**config.mk**
```make
export PLATFORM = sky130hd
export DESIGN_NAME = fifo_wr_arb
export DESIGN_NICKNAME = d
export VERILOG_FILES = /design/src/rtl/fifo_wr_arb.sv
export SDC_FILE = /design/constraint.sdc
export NUM_CORES = 1
export LEC_CHECK = 0
export CORE_MARGIN = 2
export CORE_UTILIZATION = 37
export DETAILED_ROUTE_END_ITERATION = 16
export PLACE_DENSITY = 0.84
export SLEW_MARGIN = 10
export SYNTH_ARGS = -nofsm -noshare
export SYNTH_HDL_FRONTEND = slang
export SYNTH_SLANG_ARGS = --single-unit
```
**constraint.sdc**
```tcl
create_clock -name wclk -period 2.45 [get_ports wclk]
set_input_delay 0.49 -clock wclk [delete_from_list [all_inputs] [get_ports wclk]]
set_output_delay 0.49 -clock wclk [all_outputs]
set_load 0.01 [all_outputs]
```
**src/rtl/fifo_wr_arb.sv**
```systemverilog
`default_nettype none
// +--------------------------------------------------------------------------+
// | fifo_wr_arb : round-robin multi-requester write arbiter for a FIFO memory |
// | FIFO_ARB_PKT_LOCK_EN holds the grant for a whole packet.  Rev 1.0         |
// +--------------------------------------------------------------------------+
module fifo_wr_arb #(
   parameter int NUM_REQ   = 4,
   parameter int DATASIZE  = 8,
   parameter int ADDRSIZE  = 9,
   parameter int DEPTH     = 444,
   parameter int MAX_BURST = 4
) (
   input  logic                         wclk,
   input  logic                         wrst,
   input  logic [NUM_REQ-1:0]           req,
   input  logic [NUM_REQ*DATASIZE-1:0]  req_data,
   input  logic [NUM_REQ-1:0]           req_last,
   output logic [NUM_REQ-1:0]           gnt,
   input  logic                         wfull,
   output logic                         winc,
   output logic [ADDRSIZE-1:0]          waddr,
   output logic [DATASIZE-1:0]          wdata,
   output logic [$clog2(NUM_REQ)-1:0]   owner
);

   localparam int c_ow = $clog2(NUM_REQ);
   localparam int c_cw = 5;
   localparam logic [ADDRSIZE-1:0] c_addr_last = ADDRSIZE'(DEPTH - 1);
`ifdef FIFO_ARB_PKT_LOCK_EN
   localparam bit c_lock = 1'b1;
`else
   localparam bit c_lock = 1'b0;
`endif

   typedef enum logic [0:0] {IDLE = 1'b0, BURST = 1'b1} state_t;

   state_t              r_state,    w_state_nxt;
   logic [c_cw-1:0]     r_beat_cnt, w_cnt_nxt;
   logic [c_ow-1:0]     w_owner_nxt;
   logic [ADDRSIZE-1:0] w_waddr_nxt;
   logic [c_ow-1:0]     w_win;
   logic                w_found;
   logic                w_last;

   always_ff @(posedge wclk) begin
      if (wrst) begin
         r_state    <= IDLE;
         owner      <= c_ow'(NUM_REQ - 1);
         r_beat_cnt <= '0;
         waddr      <= '0;
      end else begin
         r_state    <= w_state_nxt;
         owner      <= w_owner_nxt;
         r_beat_cnt <= w_cnt_nxt;
         waddr      <= w_waddr_nxt;
      end
   end

   always_comb begin
      w_found     = 1'b0;
      w_win       = owner;
      gnt         = '0;
      wdata       = '0;
      w_state_nxt = r_state;
      w_owner_nxt = owner;
      w_cnt_nxt   = r_beat_cnt;
      w_waddr_nxt = waddr;

      // BURST keeps the grant on the owner; IDLE searches from owner+1 with wrap.
      if (r_state == BURST) begin
         w_found = req[owner];
      end else begin
         for (int k = 1; k <= NUM_REQ; k++) begin
            for (int i = 0; i < NUM_REQ; i++) begin
               if (!w_found && req[i] && (i == (int'(owner) + k) % NUM_REQ)) begin
                  w_found = 1'b1;
                  w_win   = c_ow'(i);
               end
            end
         end
      end

      for (int i = 0; i < NUM_REQ; i++) begin
         gnt[i] = w_found && !wrst && !wfull && (w_win == c_ow'(i));
         if (gnt[i] && req[i]) begin
            wdata = wdata | req_data[i*DATASIZE +: DATASIZE];
         end
      end
      winc   = |(req & gnt);
      w_last = |(req_last & gnt);

      if (winc) begin
         w_waddr_nxt = (waddr == c_addr_last) ? '0 : waddr + 1'b1;
         w_owner_nxt = w_win;
         if (r_state == IDLE) begin
            if (w_last || (!c_lock && MAX_BURST == 1)) begin
               w_state_nxt = IDLE;
               w_cnt_nxt   = '0;
            end else begin
               w_state_nxt = BURST;
               w_cnt_nxt   = c_cw'(1);
            end
         end else begin
            w_cnt_nxt = r_beat_cnt + 1'b1;
            if (w_last || (!c_lock && w_cnt_nxt == c_cw'(MAX_BURST))) begin
               w_state_nxt = IDLE;
            end
         end
      end else if (r_state == BURST && !wfull && !c_lock) begin
         // Owner stopped offering beats: release the burst, this cycle grants nobody.
         w_state_nxt = IDLE;
      end
   end

endmodule
`default_nettype wire

```
* Word-level counts from Yosys, hierarchy flattened
Index checks and enable logic that the tools add are counted.
** Operators by class
- Div/mod/pow operators :: 0
- Shift-type cells :: 0
- Multiplexer cells :: 63
- $add $sub $neg :: 6
- Multiply operators :: 0
- Equality and inequality tests :: 17
- Bitwise operators :: 9
- Reductions and logical operators :: 72
- Magnitude comparators :: 1
** Operators by type and width (count)
- $logic_not A32 Y1 :: 4
- $logic_and A1 B1 Y1 :: 42
- $mux W1 :: 39
- $mux W2 :: 17
- $mux W8 :: 4
- $eq A3 B3 Y1 const A :: 8
- $or A8 B8 Y8 :: 3
- $logic_not A1 Y1 :: 17
- $eq A2 B3 Y1 const A :: 4
- $add A9 B1 Y9 const B :: 1
- $eq A9 B9 Y1 const B :: 1
- $mux W9 :: 1
- $and A4 B4 Y4 :: 2
- $reduce_or A2 Y1 :: 4
- $reduce_or A4 Y1 :: 2
- $add A5 B1 Y5 const B :: 1
- $eq A5 B3 Y1 const B :: 1
- $mux W5 :: 1
- $add A2 B1 Y2 const B :: 2
- $add A2 B2 Y2 const B :: 2
- $and A1 B1 Y1 const A :: 4
- $eq A2 B2 Y1 const B :: 2
- $lt A2 B3 Y1 const B :: 1
- $bmux W1 S2 :: 1
- 4 further kinds :: 4
** Word-level totals
- Register bits :: 17
- Bits in latches :: 0
- Memory bits (read-only) :: 0
- Logic and storage cells :: 172
- Memory bits (writable) :: 0
- Bits of input ports :: 43
- Output and inout bits :: 24
- Memories :: 0

* Logic depth before layout (Yosys ltp)
Gate-level depths: netlist (run 1).
- Depth after elaboration :: 93
- Depth in mapped cells :: 8
- Mapped depth without buffers :: 6

* Least setup slack after synthesis (run 1)
No wires, ideal clock.
- Kind :: input-to-output
- Start point :: input req[1]
- End point :: output wdata[1]
- Path slack :: -0.052 ns
- Data arrival time :: 2.012 ns
- Data required time :: 1.960 ns
- Cell stages on the path :: 7
- Cell sequence :: a21bo_2 -> a221oi_1 -> o22a_2 -> buf_6 -> buf_12 -> mux4_2 -> and2_1
** Between the ends
- Longest elaborated chain between the ends :: 85
** RTL lines
- start, declared :: RTL line 15 : input logic [NUM_REQ-1:0] req,
- $logic_and A1 B1 Y1 (2 in series) :: RTL line 75 : if (!w_found && req[i] && (i == (int'(owner) + k) % NUM_REQ)) begin
- $mux W1 :: RTL line 75
- $mux W1 :: RTL line 70 : if (r_state == BURST) begin
- $logic_not A1 Y1 :: RTL line 75
- $logic_and A1 B1 Y1 (2 in series) :: RTL line 75
- $mux W1 :: RTL line 75
- $mux W1 :: RTL line 70
- $logic_not A1 Y1 :: RTL line 75
- [67 not listed]
- $logic_and A1 B1 Y1 :: RTL line 85 : if (gnt[i] && req[i]) begin
- $mux W8 :: RTL line 85
- $or A8 B8 Y8 :: RTL line 86 : wdata = wdata | req_data[i*DATASIZE +: DATASIZE];
- $mux W8 :: RTL line 85
- $or A8 B8 Y8 :: RTL line 86
- $mux W8 :: RTL line 85
- $or A8 B8 Y8 :: RTL line 86
- $mux W8 * :: RTL line 85
- end, declared :: RTL line 22 : output logic [DATASIZE-1:0] wdata,
Every way passes the cells marked *; elsewhere a longest branch is shown, timed or not. The select of a mux whose other input is x is not followed.

* Final worst setup path (run 1)
- Start point :: register owner[1]
- End point :: output wdata[4]
** Between the ends
- Longest elaborated chain between the ends :: 93
** RTL lines
- start, declared :: RTL line 23 : output logic [$clog2(NUM_REQ)-1:0] owner
- start signal, assigned :: RTL line 48 : owner <= c_ow'(NUM_REQ - 1);
- start signal, assigned :: RTL line 53 : owner <= w_owner_nxt;
- $add A2 B1 Y2 :: RTL line 75
- $reduce_or A2 Y1 (no source line)
- $and A1 B1 Y1 (no source line)
- $logic_not A32 Y1 :: RTL line 75
- $logic_and A1 B1 Y1 :: RTL line 75
- $mux W1 :: RTL line 75
- $mux W1 :: RTL line 70
- $logic_not A1 Y1 :: RTL line 75
- [77 not listed]
- $logic_and A1 B1 Y1 :: RTL line 85
- $mux W8 :: RTL line 85
- $or A8 B8 Y8 :: RTL line 86
- $mux W8 :: RTL line 85
- $or A8 B8 Y8 :: RTL line 86
- $mux W8 :: RTL line 85
- $or A8 B8 Y8 :: RTL line 86
- $mux W8 * :: RTL line 85
Marks and branches as above.

==> key figures, run 1 <==
STA
  • FMAX: 0.378 GHz
  • Final TNS setup: -1460 ps
  • Slew HR: 0.795
  • Final setup viols: 11
  • Final worst-path cycle share: 1.08
  • WHS: 473 ps
  • RSZ-0062 raised after global routing: yes
  • Final number of max-transition violations: 0
  • Final clock skew: 2.39 ps
  • Post-route minimum period: 2640 ps
  • Pin slew with the least headroom to its limit: 307 ps
  • Final hold viol count: 0
  • Final WS setup: -192 ps

Synth
  • Sequential share of the synthesized area: 0.242
  • Syn Nets: 203
  • Post-synth top area share: 0.242
  • Mean Syn Cell Area: 8.89 um^2
  • Yosys reg bits: 17
  • Post-synthesis cell count: 158
  • Synth area leaders: dfxtp_1, mux4_2, mux4_1, mux2i_1, nand2_1
  • Share of flip-flops with an asynchronous set or reset: 0
  • Synth cell count leaders: dfxtp_1, nand2_1, nor2_1
  • Post-synth cell types: 48
  • Most frequent cell after synthesis: dfxtp_1
  • Main synth FF type: dfxtp_1
  • Warnings from Yosys: 0
  • Area leader, netlist: dfxtp_1
  • EDFF count, synth: 0
  • Area of the mapped netlist: 1400 um^2

Route
  • Vias per cell: 5.41
  • Vias: 1,611
  • WL/cell: 15.7 um
  • Drt drc: 0
  • Antenna viol nets, final: 0
  • Pre-Repair DR Iteration Count: 4
  • Initial DRC Count: 57
  • Routed Wire Length: 4.67 mm

Floorplanning
  • Initial Utilization: 0.383
  • Die Wd: 65.6 um
  • Std cell rows: 22
  • Die area: 4300 um^2
  • IO Count: 67
  • Core area: 3660 um^2
  • Die Height: 65.6 um

Min path
  • WHS Endpoint: r_beat_cnt[1]
  • Cells on Worst Hold Path: 2
  • HP Start: r_beat_cnt[1]
  • Hold Path Class: reg2reg

Worst setup path
  • Reg2reg end: waddr[7]
  • FF-to-FF Start: owner[1]
  • CP max stage delay: 500 ps
  • Worst path slowest cell: mux4_2
  • Worst path arrival time: 2150 ps
  • Critical Path RT: 1960 ps
  • Startpoint class of the critical path: register
  • Worst setup EP type: output port
  • Worst Path Max Fanout: 6
  • R2R setup slack: 380 ps
  • Critical setup path kind: reg2out
  • Crit-path cells: buf_4 > o311ai_2 > o22a_2 > buf_12 > mux4_2 > and2_4 > buf_6
  • R2R depth: 8

Clock tree
  • Clock Path Buffers: 2
  • H-tree levels: 1
  • Hold_buf cts: 0
  • Clk pin slew, worst setup/hold paths: 70 ps
  • Clock latency at the later pin of the worst-skew pair: 260 ps
  • Total CTS buffers: 3
  • CTS tree: done
  • Clk sinks: 17
  • Root buf cell: clkbuf_8

Layout
  • NumNets Final: 296
  • Ratio of cells with drive above 1 in the final layout: 0.324
  • Area Growth Syn to Fin: 67.8%
  • N_diodes: 0

GRT
  • Largest net degree at the start of global routing: 19
  • Remaining Overflow, GRT: 0
  • Total track usage: 0.215
  • Vias in the first global route: 1,536
  • First-pass GRT wire length: 7.16 mm
  • Antenna violations before repair: 0

Placement
  • I/O Buffers: 66
  • Pre-CTS setup slack: -1020 ps
  • Final GP Congestion: 0.794
  • Hpwl dp: 3.13 mm

Outcome
  • Status: finished with violations
  • Failing checks: negative setup slack

Power and ir drop
  • P_leak: 0.973 nW
  • Cell area power density: 414 nW/um^2
  • Peak supply drop: 0.275 mV

Flow run
  • Max-Cap Viols: 0
-- cell families (layout without fill, tap and decap cells) --
family / count (synthesis) / after routing / synth area share
AND/OR/NAND/NOR: 69 / 69 / 0.266
multiplexers: 17 / 17 / 0.211
AO/OA/AOI/OAI: 36 / 36 / 0.186
buffers and inverters: 17 / 109 / 0.0766
flip-flops: 17 / 17 / 0.242
adder cells (fa/ha/maj): 2 / 2 / 0.0178
-- cell usage in the layout (no fill, tap or decap), types with 2 or more instances in the layout --
master	instances
and3_1	3
mux2_2	2
a21oi_1	11
mux4_2	9
o21ai_0	3
nand2b_4	2
buf_4	28
dfxtp_1	16
o21a_1	2
o22ai_1	2
nand3_1	8
clkbuf_8	3
or3_1	3
clkdlybuf4s50_1	49
a32oi_1	2
nand4_1	2
and2_4	4
and2_1	4
ha_1	2
a2111oi_1	2
inv_1	6
nand2_1	15
mux2i_1	6
buf_2	12
nand2b_1	7
nor2_1	13
buf_6	6
buf_12	2
-- cell type report --
cell class                      instances  area (um^2)
Timing Repair Buffer                   98          877
Inverter                                7         33.8
Sequential cell                        17          344
Fill cell                             296         1310
Clock buffer                            3         41.3
Tap cell                               48         60.1
Clock inverter                          1         5.00
Multi-Input combinational cell        124          995
-- per-layer routing --
| metal | GRT usage | share of wire |
|---|---|---|
| met5 | 0 | 0 |
| met4 | 0.0859 | 0.014 |
| met3 | 0.0360 | 0.040 |
| met2 | 0.379 | 0.52 |
| met1 | 0.259 | 0.43 |
-- sequential cells by signal, indices dropped and copies added (netlist names) --
| register | flops |
|---|---|
| waddr | 9 |
| r_beat_cnt | 5 |
| owner | 2 |
| r_state | 1 |
-- timing repair --
action | CTS | global route
cloned | 1 | 0
endpoints found under the setup margin | 13 | 12
pin swaps | 13 | 5
buffers inserted | 8 | 2
resized for setup | 81 | 9
-- through the flow --
stage          instance area, um^2  total power [mW]  std cells  utilization
5_1_grt                       2360              1.02        298        0.644
4_1_cts                       2330             0.971        298        0.637
2_1_floorplan                 1410             0.525        158            -
6_report                      2360             0.976        298        0.644
3_5_place_dp                  2240             0.695        285        0.611
3_3_place_gp                  2240             0.688        285        0.611
-- critical path: cells and delay by family (launching register included) --
family / cells / cell delay (ps)
AOI/OAI and AO/OA: 2 / 490
DFF: 1 / 360
and+or+nand+nor: 1 / 160
buffers and inverters: 3 / 380
muxes: 1 / 500
-- where the power goes --
part           internal [mW]  total (mW)  switching [mW]  leakage [nW]
sequential             0.286       0.298          0.0116         0.138
clock                  0.113       0.217           0.104        0.0255
combinational          0.282       0.462           0.179         0.810
-- how the worst max path moves through the flow --
stage | from | to | slack (ps) | cells after the start
floorplan | req[1] | wdata[1] | -20 | 7
global placement | req[1] | wdata[6] | -970 | 8
CTS | owner[1] | wdata[0] | -250 | 8
detailed placement | req[1] | wdata[6] | -1020 | 8
finish | owner[1] | wdata[4] | -190 | 7
global route | owner[1] | wdata[4] | -250 | 7
(Power assumes the default switching activity.)
==> inputs of run 2 (changes only) <==
--- a/config.mk
+++ b/config.mk
@@ -13,3 +13,4 @@
 export SYNTH_ARGS = -nofsm -noshare
 export SYNTH_HDL_FRONTEND = slang
 export SYNTH_SLANG_ARGS = --single-unit
+export TNS_END_PERCENT = 10
==> key figures, run 2 (synthesis results as in run 1) <==
Placement
  • Hpwl dp: 3.13 mm
  • DP Area: 2240 um^2
  • Pre-CTS setup slack: -1020 ps
  • Final GP Congestion: 0.794
  • I/O Buffers: 66

STA
  • RSZ-0062 raised after global routing: yes
  • Slew HR: 0.791
  • Final clock skew: 4.54 ps
  • Final number of max-transition violations: 0
  • Pin slew with the least headroom to its limit: 309 ps
  • Post-route minimum period: 2720 ps
  • Final worst-path cycle share: 1.11
  • Final setup viols: 8
  • Final hold viol count: 0
  • Final WS setup: -272 ps
  • FMAX: 0.367 GHz
  • WHS: 476 ps

Clock tree
  • CTS tree: done
  • Root buf cell: clkbuf_8
  • Total CTS buffers: 3
  • H-tree levels: 1
  • Clock Path Buffers: 2
  • Clk pin slew, worst setup/hold paths: 70 ps
  • Clock latency at the later pin of the worst-skew pair: 260 ps
  • Clk sinks: 17
  • Hold_buf cts: 0

Min path
  • Hold Path Class: reg2reg

Layout
  • NumNets Final: 293
  • Commonest non-fill, non-tap cell in the layout: clkdlybuf4s50_1
  • Max reg flops: 9
  • Largest regs: waddr: 9 flops, r_beat_cnt: 5 flops, owner: 2 flops
  • Area Growth Syn to Fin: 64.5%
  • Final Core Density: 0.631
  • N_diodes: 0
  • Final design area excluding fillers: 2310 um^2
  • Most frequent cells in the layout: clkdlybuf4s50_1, buf_4, nand2_1, dfxtp_1, nor2_1
  • Reg with most FFs: waddr
  • Ratio of cells with drive above 1 in the final layout: 0.316
  • Filler Cells Inserted: 291

Outcome
  • Failing checks: negative setup slack
  • Status: finished with violations

Worst setup path
  • Worst Path Max Fanout: 4
  • Startpoint class of the critical path: register
  • Critical setup path kind: reg2out
  • Worst path arrival time: 2230 ps
  • Critical Path RT: 1960 ps
  • Worst setup EP type: output port

Route
  • WL/cell: 15.8 um
  • M1 WL: 1.84 mm
  • Antenna viol nets, final: 0
  • Initial DRC Count: 68
  • Vias: 1,623
  • Met2 wire len: 2.35 mm
  • Top sig layer: met4
  • Drt drc: 0
  • Met3 routed WL: 257 um
  • Routed Wire Length: 4.66 mm
  • Vias per cell: 5.50
  • Pre-Repair DR Iteration Count: 4

GRT
  • Antenna violations before repair: 0
  • Total track usage: 0.216
  • Remaining Overflow, GRT: 0
  • Vias in the first global route: 1,560
  • Largest net degree at the start of global routing: 19
  • First-pass GRT wire length: 7.17 mm

Floorplanning
  • Die Height: 65.6 um
  • Initial Utilization: 0.383
  • Std cell rows: 22
  • Die Wd: 65.6 um
  • Core area: 3660 um^2
  • IO Count: 67
  • Die area: 4300 um^2

Power and ir drop
  • Power Total: 961 uW
  • Clk pwr share: 0.225
  • P_sw: 289 uW
  • Comb power frac: 0.465
  • Cell area power density: 416 nW/um^2
  • Total internal power: 672 uW
  • P_leak: 0.946 nW
  • Switching share of power: 0.301
  • Peak supply drop: 0.272 mV
  • Reg power frac: 0.310

Flow run
  • Max-Cap Viols: 0
## run 2: path summary, 6_finish.rpt
| check | startpoint | end | slack (ps) | cells past startpoint |
|---|---|---|---|---|
| worst max-delay path | owner[1] | wdata[5] | -270 | 7 |
| worst min-delay path | r_beat_cnt[1] | r_beat_cnt[1] | 480 | 2 |
| worst max register to register | owner[1] | r_beat_cnt[0] | 410 | 8 |
| worst min register to register | r_beat_cnt[1] | r_beat_cnt[1] | 480 | 2 |
## run 2: stage by stage
| step | std cells | setup TNS [ps] |
|---|---|---|
| 2_1_floorplan | 158 | -21.0 |
| 3_3_place_gp | 285 | -11530 |
| 3_5_place_dp | 285 | -12040 |
| 4_1_cts | 295 | -1790 |
| 5_1_grt | 295 | -2170 |
| 6_report | 295 | -1800 |
## run 2: layer usage
metal  global-route usage  vias up
met1                0.250      769
met5                    0        -
li1                     -      767
met4                0.102        0
met3               0.0308       21
met2                0.389       66
## run 2: what timing repair did
item,4_1_cts,5_1_grt
setup endpoints to repair,13,13
cloned,1,0
pin swaps,13,6
setup buffers,5,1
resized for setup,70,14
endpoints found under the hold margin,0,0
## run 2: cell type report
cell class,count,area [um^2],area share
sequential,17,345,0.150
multi-input combinational,124,981,0.425
clock buffer,3,41.3,0.0179
inverter,7,31.3,0.0135
tap,48,60.1,0.0260
timing repair buffer,95,846,0.366
clock inverter,1,5.00,0.00217
## run 2: critical path, cell delays in order (launching register included)
cell,delay [ps]
dfxtp_4,360
buf_4,130
o311ai_1,290
o22a_2,260
buf_6,130
mux4_2,520
and2_4,180
buf_6,110
## run 2: power by group through the flow
| stage | sequential [mW] | clock (mW) | combinational (mW) |
|---|---|---|---|
| global placement | 0.303 | 0 | 0.384 |
| CTS | 0.297 | 0.222 | 0.442 |
| floorplan | 0.303 | 0 | 0.223 |
| detailed placement | 0.304 | 0 | 0.392 |
| global route | 0.299 | 0.238 | 0.476 |
| finish | 0.298 | 0.217 | 0.447 |
==> inputs of run 3 (changes only) <==
--- a/config.mk
+++ b/config.mk
@@ -5,10 +5,13 @@
 export SDC_FILE = /design/constraint.sdc
 export NUM_CORES = 1
 export LEC_CHECK = 0
+export CELL_PAD_IN_SITES_DETAIL_PLACEMENT = 0
+export CELL_PAD_IN_SITES_GLOBAL_PLACEMENT = 1
 export CORE_MARGIN = 2
-export CORE_UTILIZATION = 37
+export CORE_UTILIZATION = 26
 export DETAILED_ROUTE_END_ITERATION = 16
-export PLACE_DENSITY = 0.84
+export PLACE_DENSITY = 0.83
+export REMOVE_ABC_BUFFERS = 1
 export SLEW_MARGIN = 10
 export SYNTH_ARGS = -nofsm -noshare
 export SYNTH_HDL_FRONTEND = slang
==> key figures, run 3 (synthesis results as in run 1) <==
STA
  • Final WS setup: -247 ps
  • WHS: 474 ps
  • Final setup viols: 9
  • Final number of max-transition violations: 0
  • Post-route minimum period: 2700 ps
  • Final hold viol count: 0
  • Slew HR: 0.778
  • Final worst-path cycle share: 1.10
  • Final clock skew: 1.53 ps
  • Pin slew with the least headroom to its limit: 330 ps
  • RSZ-0062 raised after global routing: yes
  • FMAX: 0.371 GHz
  • Final TNS setup: -1630 ps

Min path
  • Hold Path Class: reg2reg
  • HP Start: r_beat_cnt[1]
  • WHS Endpoint: r_beat_cnt[1]
  • Cells on Worst Hold Path: 2

Floorplanning
  • Std cell rows: 26
  • Core area: 5170 um^2
  • IO Count: 67
  • Die area: 6000 um^2
  • Die Wd: 77.5 um
  • Initial Utilization: 0.271
  • Die Height: 77.5 um

Worst setup path
  • Worst path arrival time: 2210 ps
  • R2R depth: 9
  • R2R setup slack: 350 ps
  • Worst setup EP type: output port
  • Critical setup path kind: in2out
  • Critical Path RT: 1960 ps
  • Startpoint class of the critical path: input pin
  • Worst Path Max Fanout: 3
  • FF-to-FF Start: owner[1]
  • Reg2reg end: r_beat_cnt[0]

Layout
  • Count of non-filler cells in the finished layout: 321
  • Filler Cells Inserted: 515
  • N_diodes: 0
  • Most frequent cells in the layout: clkdlybuf4s50_1, buf_4, dfxtp_1, nand2_1, nor2_1
  • Largest regs: waddr: 9 flops, r_beat_cnt: 5 flops, owner: 2 flops
  • Final Core Density: 0.464
  • Final design area excluding fillers: 2400 um^2
  • Reg with most FFs: waddr
  • Register area: 344 um^2
  • Commonest non-fill, non-tap cell in the layout: clkdlybuf4s50_1
  • Ratio of cells with drive above 1 in the final layout: 0.327
  • Max reg flops: 9
  • NumNets Final: 297
  • Area Growth Syn to Fin: 70.9%
  • Multi-input logic area: 995 um^2

Route
  • Pre-Repair DR Iteration Count: 4
  • Top sig layer: met4
  • Vias per cell: 4.78
  • Initial DRC Count: 55
  • Met2 wire len: 1.96 mm
  • Drt drc: 0
  • WL/cell: 12.5 um
  • Vias: 1,534
  • M1 WL: 1.84 mm
  • Antenna viol nets, final: 0
  • Met3 routed WL: 161 um
  • Routed Wire Length: 4.00 mm

Clock tree
  • Root buf cell: clkbuf_8
  • Clk pin slew, worst setup/hold paths: 70 ps
  • H-tree levels: 1
  • Clock Path Buffers: 2
  • Clk sinks: 17
  • CTS tree: done
  • Hold_buf cts: 0
  • Total CTS buffers: 3
  • Clock latency at the later pin of the worst-skew pair: 250 ps

Placement
  • Placed cells: 313
  • Pre-CTS setup slack: -1030 ps
  • Hpwl dp: 3.09 mm
  • I/O Buffers: 66
  • Final GP Congestion: 0.720
  • DP Area: 2300 um^2

GRT
  • Vias in the first global route: 1,572
  • Remaining Overflow, GRT: 0
  • Antenna violations before repair: 0
  • First-pass GRT wire length: 6.96 mm
  • Total track usage: 0.140
  • Largest net degree at the start of global routing: 19

Power and ir drop
  • P_leak: 0.975 nW
  • Cell area power density: 403 nW/um^2
  • Peak supply drop: 0.174 mV
  • Power Total: 967 uW

Flow run
  • Max-Cap Viols: 0

Outcome
  • Status: finished with violations
  • Failing checks: negative setup slack
[run 3: cell types whose count changed in the layout (fill, tap and decap cells not counted), moves of 2 or more]
| cell | previous run | this run |
|---|---|---|
| and2_1 | 4 | 6 |
| and2_4 | 4 | 2 |
| buf_12 | 2 | 0 |
| buf_8 | 0 | 2 |
| buf_2 | 10 | 12 |
[run 3: layout make-up]
cell class | count | area share
sequential | 17 | 0.143
multi-input combinational | 124 | 0.415
timing repair buffer | 99 | 0.372
clock buffer | 4 | 0.0188
inverter | 7 | 0.0141
tap | 70 | 0.0365
[run 3: worst max-delay path, cell delays in order]
cell	delay, ps
buf_2	100
a21bo_2	220
a221oi_2	210
o22a_2	220
buf_6	110
buf_6	90
mux4_2	470
and2_1	160
buf_2	130
[run 3: report_power, final]
group / total [mW] / internal [mW] / switching (mW)
Combinational: 0.457 / 0.293 / 0.164
Sequential: 0.298 / 0.286 / 0.0122
Clock: 0.212 / 0.115 / 0.0964
[run 3: worst max path at each step]
stage / end / depth (start not counted) / from / slack, ps
floorplan: wdata[2] / 5 / req[1] / -120
global placement: wdata[2] / 8 / req[1] / -1000
detailed placement: wdata[7] / 8 / req[1] / -1030
CTS: wdata[7] / 8 / owner[1] / -270
global route: wdata[7] / 8 / owner[1] / -330
finish: wdata[7] / 9 / req[1] / -250
[run 3: per-layer routing]
layer,up-vias,global-route usage
li1,780,-
met1,709,0.170
met2,41,0.251
met3,4,0.0244
met4,0,0.0393
met5,-,0
[run 3: timing repair]
action	in CTS	in global routing
gates resized for setup	82	12
cloned	1	0
buffers inserted	3	1
pin swaps	7	8
setup endpoints to repair	13	13
